$ cat src/rtl/line_scan_scheduler.sv
// Per-line enable/flag register file plus a round-robin scan scheduler that dwells on each
// enabled line for a programmable number of cycles and pulses a strobe at the end of each dwell.
module line_scan_scheduler #(
    parameter int NUM_LINES   = 8,
    parameter int DEFAULT_DIV = 1024,
    parameter int DIV_W       = 16
) (
    input  logic                   clk,
    input  logic                   reset,
    input  logic                   cmd_valid,
    output logic                   cmd_ready,
    input  logic [1:0]             cmd_op,
    input  logic [3:0]             cmd_line,
    input  logic [15:0]            cmd_data,
    output logic                   cmd_error,
    output logic [NUM_LINES*3-1:0] line_out,
    output logic [3:0]             scan_line,
    output logic                   scan_valid,
    output logic                   scan_strobe
);

    typedef enum logic [1:0] {IDLE, SEEK, DWELL, STROBE} state_t;

    state_t               state_reg, state_next;
    logic [NUM_LINES-1:0] enable_reg, enable_next;
    logic [1:0]           flags_reg [NUM_LINES];
    logic [1:0]           flags_next [NUM_LINES];
    logic [DIV_W-1:0]     div_reg, div_next;
    logic [DIV_W-1:0]     cnt_reg, cnt_next;
    logic [3:0]           ptr_reg, ptr_next;
    logic [3:0]           scan_line_reg, scan_line_next;
    logic                 cmd_error_reg, cmd_error_next;

    logic                 xfer;
    logic                 line_ok;
    logic [15:0]          en16;
    logic                 found;
    logic [3:0]           found_idx;
    logic                 unused_bits;

    assign xfer        = cmd_valid && cmd_ready;
    assign line_ok     = {1'b0, cmd_line} < 5'(NUM_LINES);
    assign unused_bits = ^cmd_data;

    // Command decode: register next values from the transfer in this cycle.
    always_comb begin
        enable_next    = enable_reg;
        flags_next     = flags_reg;
        div_next       = div_reg;
        cmd_error_next = 1'b0;
        if (xfer) begin
            case (cmd_op)
                2'd0: begin
                    if (line_ok) begin
                        for (int i = 0; i < NUM_LINES; i++) begin
                            if (i == int'(cmd_line)) flags_next[i] = cmd_data[1:0];
                        end
                    end else begin
                        cmd_error_next = 1'b1;
                    end
                end
                2'd1: begin
                    if (line_ok) begin
                        for (int i = 0; i < NUM_LINES; i++) begin
                            if (i == int'(cmd_line)) enable_next[i] = cmd_data[0];
                        end
                    end else begin
                        cmd_error_next = 1'b1;
                    end
                end
                2'd2: enable_next = cmd_data[NUM_LINES-1:0];
                default: div_next = (cmd_data[DIV_W-1:0] == '0) ? DIV_W'(1) : cmd_data[DIV_W-1:0];
            endcase
        end
    end

    // The scheduler looks at post-command enables so a same-cycle disable wins over a strobe.
    assign en16 = 16'(enable_next);

    // Round-robin search starting just after ptr, wrapping; ptr itself is tried last.
    always_comb begin
        found     = 1'b0;
        found_idx = ptr_reg;
        for (int k = 1; k <= NUM_LINES; k++) begin
            if (!found && en16[(int'(ptr_reg) + k) % NUM_LINES]) begin
                found     = 1'b1;
                found_idx = 4'((int'(ptr_reg) + k) % NUM_LINES);
            end
        end
    end

    always_comb begin
        state_next     = state_reg;
        cnt_next       = cnt_reg;
        ptr_next       = ptr_reg;
        scan_line_next = scan_line_reg;
        case (state_reg)
            IDLE: begin
                if (|enable_reg) state_next = SEEK;
            end
            SEEK: begin
                if (found) begin
                    state_next     = DWELL;
                    ptr_next       = found_idx;
                    scan_line_next = found_idx;
                    cnt_next       = div_reg - DIV_W'(1);
                end else begin
                    state_next = IDLE;
                end
            end
            DWELL: begin
                if (!en16[scan_line_reg]) begin
                    state_next = SEEK;
                end else if (cnt_reg == '0) begin
                    state_next = STROBE;
                end else begin
                    cnt_next = cnt_reg - DIV_W'(1);
                end
            end
            default: state_next = SEEK;
        endcase
    end

    always_ff @(posedge clk) begin
        if (reset) begin
            state_reg     <= IDLE;
            enable_reg    <= '0;
            div_reg       <= DIV_W'(DEFAULT_DIV);
            cnt_reg       <= '0;
            ptr_reg       <= 4'(NUM_LINES - 1);
            scan_line_reg <= '0;
            cmd_error_reg <= 1'b0;
            for (int i = 0; i < NUM_LINES; i++) flags_reg[i] <= 2'b00;
        end else begin
            state_reg     <= state_next;
            enable_reg    <= enable_next;
            div_reg       <= div_next;
            cnt_reg       <= cnt_next;
            ptr_reg       <= ptr_next;
            scan_line_reg <= scan_line_next;
            cmd_error_reg <= cmd_error_next;
            for (int i = 0; i < NUM_LINES; i++) flags_reg[i] <= flags_next[i];
        end
    end

    assign cmd_ready   = !reset && (state_reg != STROBE);
    assign cmd_error   = cmd_error_reg;
    assign scan_line   = scan_line_reg;
    assign scan_valid  = (state_reg == DWELL) || (state_reg == STROBE);
    assign scan_strobe = (state_reg == STROBE);

    generate
        for (genvar gi = 0; gi < NUM_LINES; gi++) begin : g_line_out
            assign line_out[gi]                  = enable_reg[gi];
            assign line_out[NUM_LINES+2*gi +: 2] = flags_reg[gi];
        end
    endgenerate

endmodule

$ cat config.mk
export PLATFORM = sky130hd
export DESIGN_NAME = line_scan_scheduler
export DESIGN_NICKNAME = d
export VERILOG_FILES = /design/src/rtl/line_scan_scheduler.sv
export SDC_FILE = /design/constraint.sdc
export NUM_CORES = 1
export LEC_CHECK = 0
export CAP_MARGIN = 20
export CORE_ASPECT_RATIO = 1.75
export CORE_MARGIN = 2
export CORE_UTILIZATION = 32
export CTS_BUF_LIST = sky130_fd_sc_hd__clkbuf_2
export DETAILED_ROUTE_END_ITERATION = 8
export PLACE_DENSITY_LB_ADDON = 0.3
export REMOVE_ABC_BUFFERS = 1
export SLEW_MARGIN = 20
export SYNTH_ARGS = -nofsm -noshare
export SYNTH_HDL_FRONTEND = slang
export SYNTH_SLANG_ARGS = --single-unit
$ cat constraint.sdc
create_clock -name clk -period 5.4 [get_ports clk]
set_input_delay 1.08 -clock clk [delete_from_list [all_inputs] [get_ports clk]]
set_output_delay 1.08 -clock clk [all_outputs]
set_load 0.1 [all_outputs]
==> flow_summary.yaml <==
status:
  run_status: "finished clean"
critical_path:
  worst-r2r-cell-count: 13
  maximum_single_stage_delay_on_the_critical_path_ns: 0.51
  timing.critical_path.from_type: "input pin"
  crit_path_cell_trace: "clkdlybuf4s50_1 > inv_1 > ha_1 > nor4bb_1 > buf_4 > nand2_1 > o211ai_1 > a211oi_1 > nor4_2 > nor2_1 > a41oi_2 > buf_12 > nor3b_2 > a31oi_1 > o31ai_1"
  timing.setup.critical_path_class: "input pin to flip-flop"
  critical_path_depth: 15
  worst_path_dominant_cell_family: "simple AND/OR/NAND/NOR gates"
  critPathRequiredTime_ns: 5.86
  critPathCaptureType: "flip-flop"
  rr_startpoint: "ptr_reg[1]"
  crit_arrival_ns: 5.05
  critPathBufInv: 4
  worstSetupStartpoint: "cmd_op[0]"
  crit_slowest_cell: "sky130_fd_sc_hd__clkdlybuf4s50_1"
  worst-path-max-fanout: 34
global_route:
  groute.usage.overall: 0.202
  antenna_found_initial: 1
  grt_pass1_wl_mm: 26.7
  first_global_vias: 5084
  grt_remaining_overflow: 0
  grt_max_degree: 37
synth:
  yosys_warnings: 0
  postSynthCellCount: 636
  synth.distinct_cells: 85
  synth.mux.area_fraction: 0.0861
  synth_simple_gate_area_frac: 0.299
  synth-seq-area-share: 0.264
  avgSynthCellArea_sq_um: 7.75
  yosys.area_share.adder: 0.0305
  synth_top_family_by_area: "simple AND/OR/NAND/NOR gates"
  edff_count_synth: 0
  async_reset_ff_frac: 0
  ys_dominant_reg_cell: "sky130_fd_sc_hd__dfxtp_1"
  syn_area_sq_um: 4930
  synth_xor_xnor_area_share: 0.0160
  ys_seq_elements: 65
  synth-compound-area-share: 0.255
detailed_routing:
  routed_metal_1_wirelength_mm: 6.17
  wl_met2_mm: 8.93
  post_drt_wl_per_cell_um: 18.9
  count_of_antenna_violating_nets_left_after_detailed_routing: 0
  dr.max_layer_used: "met4"
  route.vias.total: 5148
  drt_iter0_drc: 273
  dr_wl_met3_um: 577
  drt_drc_violations_left: 0
  drt_pre_antenna_iters: 7
  routed_wirelength_mm: 16.7
  via_per_inst: 5.84
sta:
  final_max_slew_viol_count: 0
  finalSetupViolCount: 0
  slew_headroom: 0.317
  rsz0062_at_grt: "no"
  finalClockSkew_ns: 0.0418
  period_minus_slack_ns: 4.60
  timing_hold_violations_final: 0
  clock.fmax_mhz: 218
  setup-tns-final_ns: 0
  slew_at_the_pin_with_the_worst_max_slew_slack_ns: 1.02
  post-route-period-util: 0.851
clock_tree:
  later_pin_clock_latency_in_the_skew_report_ns: 0.53
  cts_made_buffers: 9
  cts.reportedPaths.clkPinSlew_ns: 0.21
  postCtsHoldBufs: 0
  ctsRootBufferMaster: "sky130_fd_sc_hd__clkbuf_2"
  tritoncts_num_sinks: 65
  cts_max_level: 3
  tritoncts: "built"
  post-cts-setup-buffers: 0
  postCtsResizedCells: 0
  clockBufferDepth: 2
power:
  cellLeakagePower_nw: 2.11
  max_rail_drop_vdd_uv: 113
  powerDensity_nw_per_um2: 338
  power.total_w: 0.00199
die:
  chipHeight_um: 168
  fp.coreArea_sq_um: 15200
  floorplan.die_area_sq_um: 16400
  dieWidth_um: 97.8
  start_util: 0.323
  placement_rows: 60
  floorplan.io_pins: 57
cells_and_area:
  post-route-cell-area_sq_um: 5890
  drive_above_1_share: 0.131
  final_core_util: 0.386
  final_net_count: 726
  flow.area_growth_from_synthesis_pct: 19.6
  layout.cells.non_filler: 881
hold_path:
  timing.hold.worst.start: "line_out[19]"
  class_of_the_most_critical_hold_timing_path: "flip-flop to flip-flop"
  min_delay_path_depth: 2
placement:
  placed_cells_incl_taps: 864
  dp_hpwl_mm: 12.7
  number_of_port_buffers: 55
  gp_routability_congestion: 1.01
  placedInstanceArea_sq_um: 5770
flow_run:
  max_cap_viol_count: 0
==> cells by family after synthesis <==
| kind of cell | count (synthesis) |
|---|---|
| XOR/XNOR | 9 |
| AO/OA/AOI/OAI | 172 |
| multiplexers | 32 |
| AND/OR/NAND/NOR | 285 |
| adder cells (fa/ha/maj) | 12 |
| buffers and inverters | 60 |
| other | 1 |
| flip-flops | 65 |
==> power by group <==
group | switching [W] | leakage (nW) | internal (W)
clock | 0.000211 | 0.0689 | 0.000110
sequential | 0.0000664 | 0.528 | 0.000533
combinational | 0.000654 | 1.51 | 0.000415
==> worst paths after layout <==
check	to	slack, ns
worst min register to register	line_out[19]	0.47
worst min-delay path	line_out[19]	0.47
worst max-delay path	cnt_reg[15]	0.80
worst max register to register	state_reg[1]	1.44
==> synth_stat cells, types with 5 or more instances <==
master / number / area, sq um
sky130_fd_sc_hd__nor4_1: 6 / 37.5
sky130_fd_sc_hd__o221ai_1: 5 / 43.8
sky130_fd_sc_hd__a31oi_1: 12 / 75.1
sky130_fd_sc_hd__xnor2_1: 6 / 52.6
sky130_fd_sc_hd__and3_1: 7 / 43.8
sky130_fd_sc_hd__o211ai_1: 8 / 60.1
sky130_fd_sc_hd__o31ai_1: 6 / 45.0
sky130_fd_sc_hd__ha_1: 12 / 150
sky130_fd_sc_hd__mux2i_1: 21 / 210
sky130_fd_sc_hd__nand2_1: 111 / 417
sky130_fd_sc_hd__o21ai_0: 18 / 90.1
sky130_fd_sc_hd__nand4_1: 9 / 56.3
sky130_fd_sc_hd__clkbuf_1: 31 / 116
sky130_fd_sc_hd__and2_1: 7 / 43.8
sky130_fd_sc_hd__nor3b_1: 5 / 37.5
sky130_fd_sc_hd__a21oi_1: 51 / 255
sky130_fd_sc_hd__inv_1: 16 / 60.1
sky130_fd_sc_hd__nand2b_1: 5 / 31.3
sky130_fd_sc_hd__nor2_1: 41 / 154
sky130_fd_sc_hd__nand3_1: 36 / 180
sky130_fd_sc_hd__dfxtp_1: 65 / 1300
sky130_fd_sc_hd__a32oi_1: 5 / 43.8
sky130_fd_sc_hd__mux4_2: 8 / 180
sky130_fd_sc_hd__nor2b_1: 5 / 31.3
sky130_fd_sc_hd__a211oi_1: 5 / 37.5
sky130_fd_sc_hd__buf_2: 8 / 40.0
sky130_fd_sc_hd__nor3_1: 18 / 90.1
sky130_fd_sc_hd__o22ai_1: 6 / 37.5
sky130_fd_sc_hd__or2_2: 7 / 43.8
==> layout make-up <==
class	count	area (sq um)
antenna	1	2.50
timing repair buffer	84	776
clock inverter	7	76.3
tap	186	233
clock buffer	9	45.0
fill	1614	9350
sequential	65	1300
multi-input combinational	511	3390
inverter	18	67.6
==> layout by cell type, fill, tap and decap left out, types with 7 or more instances in the layout <==
master and instances:
sky130_fd_sc_hd__dfxtp_1 65, sky130_fd_sc_hd__o211ai_1 8, sky130_fd_sc_hd__a31oi_1 12, sky130_fd_sc_hd__o21ai_0 18
sky130_fd_sc_hd__inv_1 16, sky130_fd_sc_hd__and2_1 7, sky130_fd_sc_hd__nor3_1 18, sky130_fd_sc_hd__clkdlybuf4s50_1 54
sky130_fd_sc_hd__nand4_1 9, sky130_fd_sc_hd__clkbuf_2 9, sky130_fd_sc_hd__a21oi_1 51, sky130_fd_sc_hd__nand3_1 36
sky130_fd_sc_hd__nor2_1 41, sky130_fd_sc_hd__mux4_2 8, sky130_fd_sc_hd__nand2_1 111, sky130_fd_sc_hd__buf_4 28
sky130_fd_sc_hd__mux2i_1 21, sky130_fd_sc_hd__or2_2 7, sky130_fd_sc_hd__and3_1 7, sky130_fd_sc_hd__ha_1 11
==> worst reg2reg max path: cells and delay by family (launching register included) <==
kind / cells / cell delay (ns)
buffers and inverters: 4 / 0.78
AND/OR/NAND/NOR: 4 / 0.89
flip-flops: 1 / 0.68
AO/OA/AOI/OAI: 4 / 1.19
adder cells (fa/ha/maj): 1 / 0.32
==> through the flow <==
step / hold WS [ns] / setup WS [ns]
after floorplan: 0.439 / 0.210
after global placement: 0.450 / 0.331
after detailed placement: 0.449 / 0.299
after CTS: 0.474 / 0.868
after global routing: 0.509 / 0.523
final: 0.471 / 0.805
==> metal layers <==
metal	GRT usage	vias up
met3	0.0274	55
met4	0.128	0
met1	0.215	2456
met2	0.370	170
met5	0	-
li1	-	2467
(Power assumes the default switching activity.)
